<file path="src/rtl/cell_draw_engine.sv">
// Draw-command consumer: paints one grid cell as a solid RGB565 rectangle over an
// 8-bit 8080-style LCD bus (CASET/PASET/RAMWR), then pulses cmd_done.
module cell_draw_engine #(
  parameter int CELL_W = 20,
  parameter int CELL_H = 20,
  parameter int GRID_W = 16,
  parameter int GRID_H = 12
) (
  input  logic       clk,
  input  logic       rst,
  input  logic       diff,
  input  logic [3:0] x,
  input  logic [3:0] y,
  input  logic [2:0] obj_code,
  output logic       cmd_done,
  output logic       busy,
  output logic       err_oob,
  output logic [7:0] lcd_d,
  output logic       lcd_dcx,
  output logic       lcd_wrx,
  output logic       lcd_csx,
  output logic [1:0] dbg_state
);

  localparam int NBYTES = 11 + 2 * CELL_W * CELL_H;
  localparam int IDX_W  = $clog2(NBYTES);
  localparam logic [IDX_W-1:0] LAST_IDX = IDX_W'(NBYTES - 1);

  typedef enum logic [1:0] {IDLE = 2'd0, SEND_LO = 2'd1, SEND_HI = 2'd2, DONE = 2'd3} state_t;

  // Handshake: diff is a level request sampled only in IDLE; the request is
  // accepted on that edge and retired by the single-cycle cmd_done pulse.
  state_t           state, state_n;
  logic [IDX_W-1:0] idx, idx_n;
  logic [3:0]       x_q, y_q;
  logic [2:0]       obj_q;
  logic             oob_q, oob_n;
  logic             accept, req_oob, sending_n;
  logic [15:0]      xs, xe, ys, ye, colour;
  logic [7:0]       byte_n;
  logic             dcx_n;

  assign dbg_state = state;
  assign req_oob   = ({28'd0, y} >= 32'(GRID_H)) || ({28'd0, x} >= 32'(GRID_W));

  always_comb begin
    state_n = state;
    idx_n   = idx;
    oob_n   = oob_q;
    accept  = 1'b0;
    case (state)
      IDLE: begin
        if (diff) begin
          accept  = 1'b1;
          idx_n   = '0;
          oob_n   = req_oob;
          state_n = req_oob ? DONE : SEND_LO;
        end
      end
      SEND_LO: state_n = SEND_HI;
      SEND_HI: begin
        if (idx == LAST_IDX) begin
          state_n = DONE;
        end else begin
          idx_n   = idx + IDX_W'(1);
          state_n = SEND_LO;
        end
      end
      DONE:    state_n = IDLE;
      default: state_n = IDLE;
    endcase
  end

  always_comb begin
    xs = 16'(x_q) * 16'(CELL_W);
    xe = xs + 16'(CELL_W - 1);
    ys = 16'(y_q) * 16'(CELL_H);
    ye = ys + 16'(CELL_H - 1);
    case (obj_q)
      3'd0:    colour = 16'h0000;
      3'd1:    colour = 16'h03E0;
      3'd2:    colour = 16'h07E0;
      3'd3:    colour = 16'hF800;
      3'd4:    colour = 16'hFFFF;
      default: colour = 16'hF81F;
    endcase
  end

  // Byte for the index about to be driven. At accept idx_n is 0 (a constant
  // command byte), so the latched coordinates are settled before first use.
  // Pixel bytes start at odd index 11, so odd indices carry the high byte.
  always_comb begin
    case (idx_n)
      IDX_W'(0):  byte_n = 8'h2A;
      IDX_W'(1):  byte_n = xs[15:8];
      IDX_W'(2):  byte_n = xs[7:0];
      IDX_W'(3):  byte_n = xe[15:8];
      IDX_W'(4):  byte_n = xe[7:0];
      IDX_W'(5):  byte_n = 8'h2B;
      IDX_W'(6):  byte_n = ys[15:8];
      IDX_W'(7):  byte_n = ys[7:0];
      IDX_W'(8):  byte_n = ye[15:8];
      IDX_W'(9):  byte_n = ye[7:0];
      IDX_W'(10): byte_n = 8'h2C;
      default:    byte_n = idx_n[0] ? colour[15:8] : colour[7:0];
    endcase
    dcx_n     = !((idx_n == IDX_W'(0)) || (idx_n == IDX_W'(5)) || (idx_n == IDX_W'(10)));
    sending_n = (state_n == SEND_LO) || (state_n == SEND_HI);
  end

  // Bus pins are registered from the next state so the strobe is glitch-free.
  always_ff @(posedge clk) begin
    if (rst) begin
      state    <= IDLE;
      idx      <= '0;
      x_q      <= '0;
      y_q      <= '0;
      obj_q    <= '0;
      oob_q    <= 1'b0;
      cmd_done <= 1'b0;
      busy     <= 1'b0;
      err_oob  <= 1'b0;
      lcd_d    <= 8'h00;
      lcd_dcx  <= 1'b1;
      lcd_wrx  <= 1'b1;
      lcd_csx  <= 1'b1;
    end else begin
      state <= state_n;
      idx   <= idx_n;
      oob_q <= oob_n;
      if (accept) begin
        x_q   <= x;
        y_q   <= y;
        obj_q <= obj_code;
      end
      cmd_done <= (state_n == DONE);
      err_oob  <= (state_n == DONE) && oob_n;
      busy     <= (state_n != IDLE);
      lcd_csx  <= !sending_n;
      lcd_wrx  <= (state_n != SEND_LO);
      lcd_d    <= sending_n ? byte_n : 8'h00;
      lcd_dcx  <= sending_n ? dcx_n : 1'b1;
    end
  end

endmodule

</file>
<file path="config.mk">
export PLATFORM = sky130hd
export DESIGN_NAME = cell_draw_engine
export DESIGN_NICKNAME = d
export VERILOG_FILES = /design/src/rtl/cell_draw_engine.sv
export SDC_FILE = /design/constraint.sdc
export NUM_CORES = 1
export LEC_CHECK = 0
export ABC_AREA = 1
export CORE_UTILIZATION = 51
export DETAILED_ROUTE_END_ITERATION = 12
export GPL_TIMING_DRIVEN = 0
export PLACE_DENSITY = 0.76
export SLEW_MARGIN = 0
export SYNTH_ARGS = -nofsm -noshare
export SYNTH_HDL_FRONTEND = slang
export SYNTH_SLANG_ARGS = --single-unit
</file>
<file path="constraint.sdc">
create_clock -name clk -period 2.02 [get_ports clk]
set_input_delay 0.202 -clock clk [delete_from_list [all_inputs] [get_ports clk]]
set_output_delay 0.202 -clock clk [all_outputs]
set_load 0.02 [all_outputs]
</file>
Word-level counts from Yosys, hierarchy flattened
Index checks and enable logic that the tools add are counted.
- reductions and logical operators: 11
- multiplexer cells: 14
- equal/unequal tests: 22
- bitwise gates (word level): 1
- multiply operators: 2
- order comparisons: 1
- add/subtract/negate cells: 3
- operators with widths (cell ; count):
    $pmux 8 s11 ; 1
    $pmux 16 s5 ; 1
    $eq 10x3->1 const B ; 4
    $eq 10x4->1 const B ; 3
    $add 9x5->10 const B ; 2
    $eq 10x2->1 const B ; 2
    $mux 10 ; 2
    $pmux 10 s2 ; 1
    $mul 4x3->7 const B ; 2
    $add 10x1->10 const B ; 1
    $eq 10x1->1 const B ; 1
    $eq 10x10->1 const B ; 1
    $logic_not 10->1 ; 1
    $eq 2x2->1 const B ; 4
    $mux 8 ; 1
    $pmux 2 s4 ; 1
    $eq 3x2->1 const B ; 2
    $mux 2 ; 3
    $eq 2x1->1 const B ; 2
    $ge 4x4->1 const B ; 1
    $mux 1 ; 4
    $eq 3x1->1 const B ; 1
    $eq 3x3->1 const B ; 1
    $logic_not 3->1 ; 1
    other kinds (8) ; 11
- output and inout port bits: 16
- input bits: 14
- word-level logic and storage cells: 67
- flip-flop bits (word level): 38

Depth between registers and ports, before layout
- depth after elaboration: 8
- gate-level depth with buffers: 18
- depth with buffers taken out: 18

Least setup slack after synthesis
Ideal clock, no wire load.
- kind: reg-to-reg
- start: register x_q[3]
- end: register lcd_d[0]
- clock period less this slack: 2125 ps
- stages on the path, launching flop included: 14
- buffers on the path: 0
- data arrival time: 2005 ps
- setup slack: -105 ps
- required time: 1901 ps
- cell sequence: dfxtp_1 > ha_1 > ha_1 > inv_1 > fa_1 > xnor2_1 > nand3_1 > xor2_1 > nand3_1 > nand2_1 > inv_1 > nand2_1 > nor2_1 > a21oi_1
- cells in the longest elaborated chain, start to end: 3
- ends and longest elaborated chain (item ; line ; text):
    from (decl) ; 35 ; logic [3:0] x_q, y_q;
    from (signal assigned) ; 116 ; x_q <= '0;
    from (signal assigned) ; 132 ; x_q <= x;
    $mul 4x3->7 * ; 75 ; xs = 16'(x_q) * 16'(CELL_W);
    $add 9x5->10 ; 76 ; xe = xs + 16'(CELL_W - 1);
    $pmux 8 s11 * ; 93 ; case (idx_n)
    to (signal assigned) ; 141 ; lcd_d <= sending_n ? byte_n : 8'h00;
    to (decl) ; 18 ; output logic [7:0] lcd_d,
Mark *: on every way between the ends. The rest lies on a longest branch, timed or not.
A chain may end at the register's enable or synchronous reset.

Worst setup path after layout
- start: register idx[0]
- end: register lcd_d[7]
- cells in the longest elaborated chain, start to end: 7
- ends and longest elaborated chain (item ; line ; text):
    from (decl) ; 34 ; logic [IDX_W-1:0] idx, idx_n;
    from (signal assigned) ; 129 ; idx <= idx_n;
    parallel branches: the longest is 7 deep, another holds $add 10x1->10 ; n/a ;
Several ways; the timed one is not identified.

==> results <==
-- registers in the layout, summed over array words and instances (netlist names) --
| register | flops |
|---|---|
| lcd_csx | 1 |
| dbg_state | 2 |
| lcd_wrx | 1 |
| y_q | 4 |
| cmd_done | 1 |
| oob_q | 1 |
| lcd_d | 8 |
| err_oob | 1 |
| obj_q | 3 |
| lcd_dcx | 1 |
| busy | 1 |
| idx | 10 |
| x_q | 4 |
-- worst max-delay path, cell delays in order (launching register included) --
cell and delay (ps):
dfxtp_4 390, inv_4 50, buf_6 110, nor2_4 190, a21oi_2 80, nor2_2 160
nor2_4 70, nand2_2 90, nor2_4 50, buf_6 130, nand4_1 140, nand2_2 90
nor2_4 160, nand4_1 220, a21oi_2 230
-- stage by stage --
| stage | util (%) | TNS (ps) | setup WS, ps |
|---|---|---|---|
| after floorplan | - | -21.92 | -21.92 |
| after global placement | 60.90 | -3720 | -445.2 |
| after detailed placement | 60.90 | -3932 | -475.9 |
| after CTS | 69.75 | -486.3 | -95.05 |
| after global routing | 73.87 | -2380 | -358.9 |
| final | 73.87 | -1355 | -221.3 |
-- kinds of logic after synthesis --
kind of cell,count (synthesis),synth area share (%)
AOI/OAI and AO/OA,49,10.19
xor gates and xnor gates,8,2.618
adders and majority gates,17,8.509
buffers and inverters,58,9.257
DFF,38,28.42
and+or+nand+nor,242,41.00
-- routing by layer --
| metal | track usage (%) | vias up | routed length [um] |
|---|---|---|---|
| met3 | 4.065 | 16 | 333 |
| met5 | 0 | - | 0 |
| met1 | 34.85 | 1330 | 3260 |
| met2 | 47.85 | 93 | 3866 |
| li1 | - | 1446 | - |
| met4 | 11.32 | 0 | 197 |
-- layout by cell type (no fill, tap or decap), drive strengths merged --
cell,instances
nor3,4
xnor2,3
clkinv,3
buf,30
nand2,93
o31ai,1
nand3b,1
clkbuf,7
nor3b,1
o21ai,26
bufinv,1
a31o,1
ha,15
inv,46
clkdlybuf4s50,28
nand3,45
o2111ai,1
or2,3
fa,2
nor2,87
nand4,8
xor2,5
a21oi,20
dfxtp,38
-- timing repair --
item,in CTS,in global routing
gates cloned,2,0
endpoints found under the setup margin,10,10
hold buffers,0,0
setup buffers,13,6
pin swaps,36,29
gates resized for setup,62,45
-- area by class of cell --
class                           count  area share, %
Clock inverter                      3          1.068
Timing Repair Buffer               49          11.98
Clock buffer                        5          1.836
Sequential cell                    38          21.06
Tap cell                           70          2.336
Multi-Input combinational cell    316          54.84
Buffer                             11          2.069
Inverter                           47          4.806
-- worst max-delay path by stage --
stage / from / end / slack, ps / cells after the start
global route: idx[0] / lcd_d[7] / -360 / 15
global placement: diff / lcd_d[6] / -450 / 13
finish: idx[0] / lcd_d[7] / -220 / 14
CTS: y_q[1] / lcd_d[7] / -100 / 9
detailed placement: diff / lcd_d[7] / -480 / 13
floorplan: x_q[3] / lcd_d[0] / -20 / 13
-- report_power, final --
group	internal, mW	switching, mW	leakage (nW)	total (mW)
sequential	0.794	0.0361	0.317	0.830
clock	0.364	0.280	0.0579	0.643
combinational	0.237	0.296	1.24	0.533
total	1.39	0.612	1.62	2.01
==> results_tabular.tex <==
\begin{tabular}{lr}
\hline
Metric & Value \\
\hline
\multicolumn{2}{l}{\textbf{Status}} \\
\quad Result of the run & finished with violations \\
\quad Violations in the final reports & negative setup slack \\
\multicolumn{2}{l}{\textbf{Power}} \\
\quad Overall power of the completed layout & 2.007 mW \\
\quad Leakage power of the design & 1.619 nW \\
\quad Worst ir drop on vdd & 0.4053 mV \\
\quad Pwr Density & 535.3 mW/mm2 \\
\multicolumn{2}{l}{\textbf{Placement}} \\
\quad Number of port buffers & 28 \\
\quad Post-place instance area & 0.003090 mm2 \\
\quad Total instance count after detailed placement & 510 \\
\quad Routability cong. & 0.9320 \\
\quad Hpwl dp & 5.071 mm \\
\multicolumn{2}{l}{\textbf{Global routing}} \\
\quad Tot GR Track Use & 27.85\% \\
\quad Total congestion overflow after global routing & 0 \\
\quad Number of global-route vias before repair & 2611 \\
\quad Antenna violations before repair & 0 \\
\quad Maximum number of pins on one net before global-route repair & 13 \\
\quad First-pass GRT wire length & 11.78 mm \\
\multicolumn{2}{l}{\textbf{Final layout}} \\
\quad Fill cell instance count of the final layout & 401 \\
\quad Footprint of the flip-flops and latches & 789.5 um2 \\
\quad Area Overhead vs Synth & 40.07\% \\
\quad Layout Cell Area excl Fill & 0.003749 mm2 \\
\quad Post-layout nets & 499 \\
\quad Fraction of layout cells with a size suffix above 1 & 30.70\% \\
\quad Antenna diodes & 0 \\
\quad Number of standard cells in the final layout excluding fillers & 539 \\
\quad Area occupied by multi-input gates & 0.002056 mm2 \\
\multicolumn{2}{l}{\textbf{Synthesis}} \\
\quad Yosys warns & 0 \\
\quad Post-Synthesis Cell Area & 0.002676 mm2 \\
\quad Async S/R FF share, synth & 0\% \\
\quad Register bit total from synthesis & 38 \\
\quad Net count of the mapped netlist & 443 \\
\quad Top area cells in the synthesized netlist & dfxtp\_1 28\%, nand2\_1 12\%, nor2\_1 11\% \\
\quad Sequential cell area fraction in the yosys report & 28.42\% \\
\quad Count of different cell masters after synthesis & 33 \\
\quad Most used standard cell by instance count after synthesis & nand2\_1 \\
\quad Yosys top cell area share & 28.42\% \\
\quad Top cells by instance count after synthesis & 88 x nand2\_1, 75 x nor2\_1, 43 x nand3\_1, 38 x dfxtp\_1, 38 x inv\_1 \\
\quad Cell type contributing the most total cell area after synthesis & dfxtp\_1 \\
\quad Post-Synthesis Cells & 412 \\
\quad Number of flops mapped to enable cells by yosys & 0 \\
\quad Post-synthesis average cell area & 6.496 um2 \\
\quad Primary flip-flop cell chosen by synthesis mapping & dfxtp\_1 \\
\multicolumn{2}{l}{\textbf{Timing}} \\
\quad Rel. slew slack & 60.29\% \\
\quad Hold Worst Slack & 366.9 ps \\
\quad Fmax achieved & 446.2 MHz \\
\quad Pins over their slew limit & 0 \\
\quad Slew @ Worst Pin & 595.6 ps \\
\quad Final period demand of the worst path & 2241 ps \\
\quad Number of hold-slack violations in the final timing report & 0 \\
\quad Period Utilization, post-route & 111.0\% \\
\quad Unrepaired setup endpoints after global routing & yes \\
\quad Worst-case clock skew & 4.879 ps \\
\quad Total of endpoints with negative setup slack in the final report & 8 \\
\quad Smallest setup slack after layout & -221.3 ps \\
\multicolumn{2}{l}{\textbf{Route}} \\
\quad Final routed wire length divided by cell count & 14.21 um \\
\quad Detailed Route WL & 7.657 mm \\
\quad Post-route ant nets & 0 \\
\quad 1st-iter DRT viols & 158 \\
\quad Residual DRC count & 0 \\
\quad Drt pass-1 iters & 5 \\
\quad DR vias & 2885 \\
\quad Routed via count divided by cell count & 5.353 \\
\multicolumn{2}{l}{\textbf{Floorplan}} \\
\quad Io pins & 30 \\
\quad Floorplan die area & 0.005541 mm2 \\
\quad Placement Rows & 26 \\
\quad Horizontal extent of the die & 74.44 um \\
\quad Floorplan Core Area & 0.005075 mm2 \\
\quad Die outline height & 74.44 um \\
\quad Starting density of the core & 52.74\% \\
\multicolumn{2}{l}{\textbf{CTS}} \\
\quad Clock Path Buffers & 2 \\
\quad TritonCTS clock tree & done \\
\quad CTS HTree Levels & 2 \\
\quad Clock Tree Root & clkbuf\_8 \\
\quad Clock network latency to the later pin of the worst-skew pair & 290 ps \\
\quad Clock transition at path regs & 80 ps \\
\quad TritonCTS Buffers & 5 \\
\quad Clk sinks & 38 \\
\multicolumn{2}{l}{\textbf{Worst setup path}} \\
\quad Data required time at the worst endpoint & 2230 ps \\
\quad Crit. End Element & flop \\
\quad Flop2flop setup slack & -220 ps \\
\quad Data arrival time of the critical path & 2460 ps \\
\quad Endpoint of the most critical register-to-register path & lcd\_d[7] \\
\quad R2R Path Start & idx[0] \\
\quad Type of the worst setup path & flop to flop \\
\quad Launching element type of the critical path & flop \\
\quad FF-to-FF path depth & 14 \\
\quad Maximum fanout count along the critical path & 6 \\
\multicolumn{2}{l}{\textbf{Worst hold path}} \\
\quad Hold worst-path end & idx[9] \\
\quad Class of the worst hold path & input port to flop \\
\quad Hold path startpoint & rst \\
\quad Cell count of the worst hold path & 2 \\
\multicolumn{2}{l}{\textbf{Flow run}} \\
\quad Max\_cap viols & 0 \\
\hline
\end{tabular}
Note: power is estimated with default switching activity, not from simulation.
